### config.mk
export PLATFORM = sky130hd
export DESIGN_NAME = vga_raster_engine
export DESIGN_NICKNAME = d
export VERILOG_FILES = /design/src/rtl/vga_raster_engine.sv
export SDC_FILE = /design/constraint.sdc
export NUM_CORES = 1
export LEC_CHECK = 0
export CAP_MARGIN = 20
export CORE_MARGIN = 2
export CORE_UTILIZATION = 45
export DETAILED_ROUTE_END_ITERATION = 8
export DONT_BUFFER_PORTS = 1
export SLEW_MARGIN = 20
export SYNTH_ARGS = -nofsm -noshare
export SYNTH_HDL_FRONTEND = slang
export SYNTH_SLANG_ARGS = --single-unit
### constraint.sdc
create_clock -name clock -period 7.4 [get_ports clock]
set_input_delay 2.22 -clock clock [delete_from_list [all_inputs] [get_ports clock]]
set_output_delay 2.22 -clock clock [all_outputs]
set_load 0.1 [all_outputs]
### src/rtl/vga_raster_engine.sv
// Pixel-command engine: turns PLOT / FILL / CLEAR commands into one framebuffer
// write per clock, with rectangle corners normalised and clipped to the screen.
module vga_raster_engine #(
    parameter int H_RES       = 160,
    parameter int V_RES       = 120,
    parameter int X_BITS      = 8,
    parameter int Y_BITS      = 7,
    parameter int COLOUR_BITS = 15
) (
    input  logic                   clock,
    input  logic                   reset,
    input  logic                   cmd_valid,
    output logic                   cmd_ready,
    input  logic [1:0]             cmd_op,
    input  logic [X_BITS-1:0]      cmd_x0,
    input  logic [Y_BITS-1:0]      cmd_y0,
    input  logic [X_BITS-1:0]      cmd_x1,
    input  logic [Y_BITS-1:0]      cmd_y1,
    input  logic [COLOUR_BITS-1:0] cmd_colour,
    input  logic                   cmd_abort,
    output logic                   plot,
    output logic [X_BITS-1:0]      plot_x,
    output logic [Y_BITS-1:0]      plot_y,
    output logic [COLOUR_BITS-1:0] plot_colour,
    output logic                   busy
);

    localparam logic [1:0] OP_PLOT  = 2'd0;
    localparam logic [1:0] OP_FILL  = 2'd1;
    localparam logic [1:0] OP_CLEAR = 2'd2;

    localparam logic [X_BITS-1:0] X_MAX = X_BITS'(H_RES - 1);
    localparam logic [Y_BITS-1:0] Y_MAX = Y_BITS'(V_RES - 1);

    typedef enum logic {
        IDLE = 1'b0,
        FILL = 1'b1
    } state_t;

    state_t                   state_reg, state_next;
    logic                     plot_reg, plot_next;
    logic [X_BITS-1:0]        plot_x_reg, plot_x_next;
    logic [Y_BITS-1:0]        plot_y_reg, plot_y_next;
    logic [COLOUR_BITS-1:0]   plot_colour_reg, plot_colour_next;
    logic [X_BITS-1:0]        xa_reg, xa_next;
    logic [X_BITS-1:0]        xb_reg, xb_next;
    logic [Y_BITS-1:0]        yb_reg, yb_next;

    // Normalised and clipped rectangle for the command currently on the bus
    logic [X_BITS-1:0] fill_xa, fill_xb, fill_xhi;
    logic [Y_BITS-1:0] fill_ya, fill_yb, fill_yhi;
    logic              fill_ok;
    logic              plot_ok;

    always_comb begin
        fill_xa  = (cmd_x0 < cmd_x1) ? cmd_x0 : cmd_x1;
        fill_xhi = (cmd_x0 < cmd_x1) ? cmd_x1 : cmd_x0;
        fill_ya  = (cmd_y0 < cmd_y1) ? cmd_y0 : cmd_y1;
        fill_yhi = (cmd_y0 < cmd_y1) ? cmd_y1 : cmd_y0;
        if (cmd_op == OP_CLEAR) begin
            fill_xa  = '0;
            fill_xhi = X_MAX;
            fill_ya  = '0;
            fill_yhi = Y_MAX;
        end
        fill_xb = (32'(fill_xhi) >= 32'(H_RES)) ? X_MAX : fill_xhi;
        fill_yb = (32'(fill_yhi) >= 32'(V_RES)) ? Y_MAX : fill_yhi;
        fill_ok = (32'(fill_xa) < 32'(H_RES)) && (32'(fill_ya) < 32'(V_RES));
        plot_ok = (32'(cmd_x0) < 32'(H_RES)) && (32'(cmd_y0) < 32'(V_RES));
    end

    // The plot_x/plot_y registers double as the raster walk counters during FILL
    always_comb begin
        state_next       = state_reg;
        plot_next        = 1'b0;
        plot_x_next      = plot_x_reg;
        plot_y_next      = plot_y_reg;
        plot_colour_next = plot_colour_reg;
        xa_next          = xa_reg;
        xb_next          = xb_reg;
        yb_next          = yb_reg;
        case (state_reg)
            IDLE: begin
                if (cmd_valid) begin
                    if (cmd_op == OP_PLOT) begin
                        if (plot_ok) begin
                            plot_next        = 1'b1;
                            plot_x_next      = cmd_x0;
                            plot_y_next      = cmd_y0;
                            plot_colour_next = cmd_colour;
                        end
                    end else if ((cmd_op == OP_FILL) || (cmd_op == OP_CLEAR)) begin
                        if (fill_ok) begin
                            state_next       = FILL;
                            plot_next        = 1'b1;
                            plot_x_next      = fill_xa;
                            plot_y_next      = fill_ya;
                            plot_colour_next = cmd_colour;
                            xa_next          = fill_xa;
                            xb_next          = fill_xb;
                            yb_next          = fill_yb;
                        end
                    end
                end
            end
            FILL: begin
                if (cmd_abort) begin
                    state_next = IDLE;
                end else if ((plot_x_reg == xb_reg) && (plot_y_reg == yb_reg)) begin
                    state_next = IDLE;
                end else begin
                    plot_next = 1'b1;
                    if (plot_x_reg == xb_reg) begin
                        plot_x_next = xa_reg;
                        plot_y_next = plot_y_reg + Y_BITS'(1);
                    end else begin
                        plot_x_next = plot_x_reg + X_BITS'(1);
                    end
                end
            end
            default: state_next = IDLE;
        endcase
    end

    always_ff @(posedge clock) begin
        if (reset) begin
            state_reg       <= IDLE;
            plot_reg        <= 1'b0;
            plot_x_reg      <= '0;
            plot_y_reg      <= '0;
            plot_colour_reg <= '0;
            xa_reg          <= '0;
            xb_reg          <= '0;
            yb_reg          <= '0;
        end else begin
            state_reg       <= state_next;
            plot_reg        <= plot_next;
            plot_x_reg      <= plot_x_next;
            plot_y_reg      <= plot_y_next;
            plot_colour_reg <= plot_colour_next;
            xa_reg          <= xa_next;
            xb_reg          <= xb_next;
            yb_reg          <= yb_next;
        end
    end

    assign cmd_ready   = (state_reg == IDLE);
    assign busy        = (state_reg == FILL);
    assign plot        = plot_reg;
    assign plot_x      = plot_x_reg;
    assign plot_y      = plot_y_reg;
    assign plot_colour = plot_colour_reg;

endmodule

==> flow_summary.rst <==
.. list-table::
   :header-rows: 1

   * - Metric
     - Value
   * - 1st-iter DRT viols
     - roughly 230
   * - Ratio of cells with drive above 1 in the final layout
     - under 10%
   * - Starting density of the core
     - around 46%
   * - First-pass GRT wire length
     - roughly 16000 um
   * - DPL Wire Length
     - about 7500 um
   * - DRC violations left
     - 0
   * - Quantity of I/O buffers inserted on ports
     - 0
   * - N_diodes
     - 0
   * - Horizontal die dimension
     - ~96 um
   * - Reg2reg path depth
     - 7
   * - Layout overhead on the synthesized area
     - 2.687%
   * - EDFF count, synth
     - 0
   * - Proportion of synthesized flip-flops having asynchronous set or reset
     - 0%
   * - Maximum buffer depth of the clock tree
     - 2
   * - Startpoint of the lowest-slack hold path
     - xa_reg[3]
   * - Dominant synthesized flop cell
     - sky130_fd_sc_hd__dfxtp_1
   * - Count of cells resized by post-cts repair
     - 0
   * - Category of the critical setup timing path
     - input port to flop
   * - Category of the worst setup path launch point
     - input port
   * - Routed vias/inst
     - just over 6
   * - Worst Hold Slack
     - roughly 0.45 ns
   * - Final Skew
     - 0.01008 ns
   * - Power density over the cells
     - around 220 nW/um2
   * - Clk network pwr share
     - just under 20%
   * - Global route overflow
     - 0
   * - Count of unique library cells instantiated by Yosys
     - 60
   * - Die area
     - roughly 9100 um2
   * - H-tree Lvls
     - 2
   * - Cell Int Power
     - about 0.47 mW
   * - Post-CTS setup-driven buffer insertion count
     - 0
   * - Worst reg2reg setup slack
     - a little over 4 ns
   * - Die outline height
     - about 96 um
   * - Logic gate share of total power
     - about 29%
   * - Core Region
     - 8175 um2
   * - Sequential-to-total area share from yosys stat
     - between 20% and 30%
   * - Fin Setup TNS
     - 0 ns
   * - Netlist Area Pre-Place
     - between 3000 and 4000 um2
   * - Sinks on the clock net
     - 55
   * - Critical path required time
     - between 7 and 8 ns
   * - GRT Total Usage
     - about 22%
   * - Count of antenna-violating nets left after detailed routing
     - 0
   * - Maximum vdd ir drop
     - around 120 uV
   * - Worst-Margin Slew
     - 1.157 ns
   * - Cts bufs inserted
     - 5
   * - Synthesized area per cell
     - between 7 and 8 um2
   * - Peak Freq
     - 195.2 MHz
   * - Final period utilization
     - between 60% and 70%
   * - Count of mapped cells out of synthesis
     - slightly below 500
   * - Global placer's final weighted congestion
     - 0.8548
   * - Leakage power
     - 1.490 nW
   * - Clock insertion delay at the later pin of the skew report
     - a little over 0.3 ns
   * - Setup violations, final
     - 0
   * - Sequential group share of total power
     - between 50% and 60%
   * - Number of top-level pins
     - 84
   * - Result of the run
     - complete, no violations
   * - Via count
     - around 3500
   * - Clock tree from TritonCTS
     - built
   * - Post-layout minimum cycle time
     - a little over 5 ns
   * - Clock transition at path regs
     - around 0.10 ns
   * - Reg-to-reg endpoint
     - plot_y[2]
   * - Worst flop-to-flop path startpoint
     - plot_x[4]
   * - Remaining max-slew budget at the tightest pin
     - between 20% and 30%
   * - Initial antenna violation count
     - 0
   * - Max cap viols
     - 0
   * - Sink of the worst hold path
     - xa_reg[3]
   * - # hold bufs at CTS
     - 0
   * - Placed inst area
     - roughly 3800 um2
   * - Maximum number of pins on one net before global-route repair
     - 59
   * - Via count of the first global-routing pass
     - approximately 3200
   * - Cell at the root of the clock tree
     - sky130_fd_sc_hd__clkbuf_8
   * - Site Rows
     - 33
   * - Max FFs per register
     - 15
   * - Instance count along the most critical hold path
     - 2
   * - WL per Instance
     - around 18 um
   * - Psw
     - between 0.3 and 0.4 mW
   * - Worst hold-check path type
     - flop to flop
   * - Crit path DAT
     - around 5.3 ns
   * - Kind of end point of the critical path
     - flop
   * - Sw Ratio
     - between 40% and 50%
   * - Final hold viol count
     - 0
   * - Final WL
     - 10320 um
   * - Final non-filler cell area
     - 3872 um2
   * - Util after Layout
     - 47.37%
   * - Top fanout value on the critical path
     - 23
   * - RSZ-0062 raised after global routing
     - no
   * - Mapped Nets
     - approximately 550
   * - Max-slew violation count
     - 0
   * - Yosys reg bits
     - 55
   * - Count of TritonRoute iterations in the first routing pass
     - 4
   * - Number of warning messages in the yosys log
     - 0
   * - Post-layout net count
     - about 530
==> area by class of cell <==
cell class | count | area (um2)
Clock buffer | 6 | 72.57
Clock inverter | 2 | 12.51
Fill cell | 831 | 4303
Inverter | 21 | 78.83
Multi-Input combinational cell | 369 | 2421
Sequential cell | 55 | 1104
Tap cell | 105 | 131.4
Timing Repair Buffer | 7 | 52.55
==> per-layer routing <==
| metal | global-route usage, % | part of all wire, % | vias up |
|---|---|---|---|
| met4 | 6.667 | 1.9 | 0 |
| met2 | 38.05 | 51 | 100 |
| met3 | 4.506 | 5.3 | 16 |
| li1 | - | - | 1713 |
| met1 | 28.34 | 42 | 1655 |
| met5 | 0 | 0 | - |
==> worst max-delay path, stage by stage <==
cell	delay, ns
sky130_fd_sc_hd__inv_1	0.04
sky130_fd_sc_hd__ha_1	0.29
sky130_fd_sc_hd__and3_4	0.20
sky130_fd_sc_hd__a221o_1	0.37
sky130_fd_sc_hd__a31oi_4	0.58
sky130_fd_sc_hd__mux2i_2	0.39
sky130_fd_sc_hd__o211ai_2	0.45
sky130_fd_sc_hd__and3_1	0.51
sky130_fd_sc_hd__o31ai_1	0.28
==> cells in the final DEF, fill, tap and decap left out, types with 6 or more instances in the layout <==
cell type,synthesis,routed
sky130_fd_sc_hd__nor2b_1,11,11
sky130_fd_sc_hd__a211oi_1,10,10
sky130_fd_sc_hd__buf_4,2,7
sky130_fd_sc_hd__inv_1,20,20
sky130_fd_sc_hd__nand3_1,33,33
sky130_fd_sc_hd__xnor2_1,6,6
sky130_fd_sc_hd__nand2_1,37,37
sky130_fd_sc_hd__o21ai_0,34,34
sky130_fd_sc_hd__a32o_1,6,6
sky130_fd_sc_hd__a21oi_1,52,52
sky130_fd_sc_hd__nor2_1,33,33
sky130_fd_sc_hd__mux2i_1,16,16
sky130_fd_sc_hd__nor4_1,6,6
sky130_fd_sc_hd__nor3_1,6,6
sky130_fd_sc_hd__ha_1,17,17
sky130_fd_sc_hd__xor2_1,15,15
sky130_fd_sc_hd__dfxtp_1,55,53
sky130_fd_sc_hd__or3_1,8,8
sky130_fd_sc_hd__nand4_1,8,8
==> power groups by stage <==
stage | clock network [mW] | logic [mW] | registers [mW]
2_1_floorplan | 0 | 0.184 | 0.452
3_3_place_gp | 0 | 0.242 | 0.435
3_5_place_dp | 0 | 0.245 | 0.435
4_1_cts | 0.167 | 0.246 | 0.428
5_1_grt | 0.177 | 0.272 | 0.432
6_report | 0.163 | 0.246 | 0.428
==> worst max path at each step <==
stage	start	to	slack, ns	cells past startpoint
after floorplan	cmd_y1[6]	plot_y[2]	2.95	10
after global placement	cmd_y1[6]	plot_y[2]	1.81	9
after detailed placement	cmd_y1[6]	plot_y[2]	1.70	9
after global routing	cmd_y1[5]	plot_x[1]	2.05	9
after CTS	cmd_y1[6]	plot_y[2]	2.03	9
final	cmd_y1[6]	plot_x[5]	2.28	9
==> synth_stat cells, types with 2 or more instances <==
master / count / area, um2
sky130_fd_sc_hd__a211o_1: 3 / 26.28
sky130_fd_sc_hd__a211oi_1: 10 / 75.07
sky130_fd_sc_hd__a21o_1: 2 / 15.01
sky130_fd_sc_hd__a21oi_1: 52 / 260.3
sky130_fd_sc_hd__a221o_1: 3 / 30.03
sky130_fd_sc_hd__a221oi_2: 2 / 30.03
sky130_fd_sc_hd__a22oi_1: 2 / 15.01
sky130_fd_sc_hd__a311oi_1: 3 / 26.28
sky130_fd_sc_hd__a311oi_2: 3 / 45.04
sky130_fd_sc_hd__a31oi_1: 4 / 25.02
sky130_fd_sc_hd__a32o_1: 6 / 60.06
sky130_fd_sc_hd__and3_1: 4 / 25.02
sky130_fd_sc_hd__buf_2: 11 / 55.05
sky130_fd_sc_hd__buf_4: 2 / 15.01
sky130_fd_sc_hd__buf_6: 2 / 22.52
sky130_fd_sc_hd__clkbuf_1: 21 / 78.83
sky130_fd_sc_hd__dfxtp_1: 55 / 1101
sky130_fd_sc_hd__ha_1: 17 / 212.7
sky130_fd_sc_hd__inv_1: 20 / 75.07
sky130_fd_sc_hd__mux2_2: 3 / 33.78
sky130_fd_sc_hd__mux2i_1: 16 / 160.2
sky130_fd_sc_hd__nand2_1: 37 / 138.9
sky130_fd_sc_hd__nand3_1: 33 / 165.2
sky130_fd_sc_hd__nand4_1: 8 / 50.05
sky130_fd_sc_hd__nor2_1: 33 / 123.9
sky130_fd_sc_hd__nor2b_1: 11 / 68.82
sky130_fd_sc_hd__nor3_1: 6 / 30.03
sky130_fd_sc_hd__nor4_1: 6 / 37.54
sky130_fd_sc_hd__nor4b_1: 2 / 17.52
sky130_fd_sc_hd__o211ai_1: 4 / 30.03
sky130_fd_sc_hd__o21ai_0: 34 / 170.2
sky130_fd_sc_hd__o21ai_1: 5 / 25.02
sky130_fd_sc_hd__o31ai_1: 4 / 30.03
sky130_fd_sc_hd__or2_2: 2 / 12.51
sky130_fd_sc_hd__or3_1: 8 / 50.05
sky130_fd_sc_hd__or4_1: 4 / 30.03
sky130_fd_sc_hd__xnor2_1: 6 / 52.55
sky130_fd_sc_hd__xor2_1: 15 / 131.4
==> cells by family after synthesis <==
family                     Yosys count  synth area share (%)
AOI/OAI and AO/OA                  150                 26.74
xor gates and xnor gates            21                 4.877
adders and majority gates           17                 5.640
buffers and inverters               57                 6.635
DFF                                 55                 29.20
muxes                               20                 5.507
and+or+nand+nor                    161                 21.40
==> metrics by stage <==
stage	cells	setup WS (ns)	total power [mW]
after floorplan	481	2.949	0.6359
after global placement	557	1.808	0.6766
after detailed placement	557	1.702	0.6804
after CTS	565	2.032	0.8415
after global routing	565	2.055	0.8811
final	565	2.276	0.8366
No activity file was read; power rests on OpenSTA's default activity.
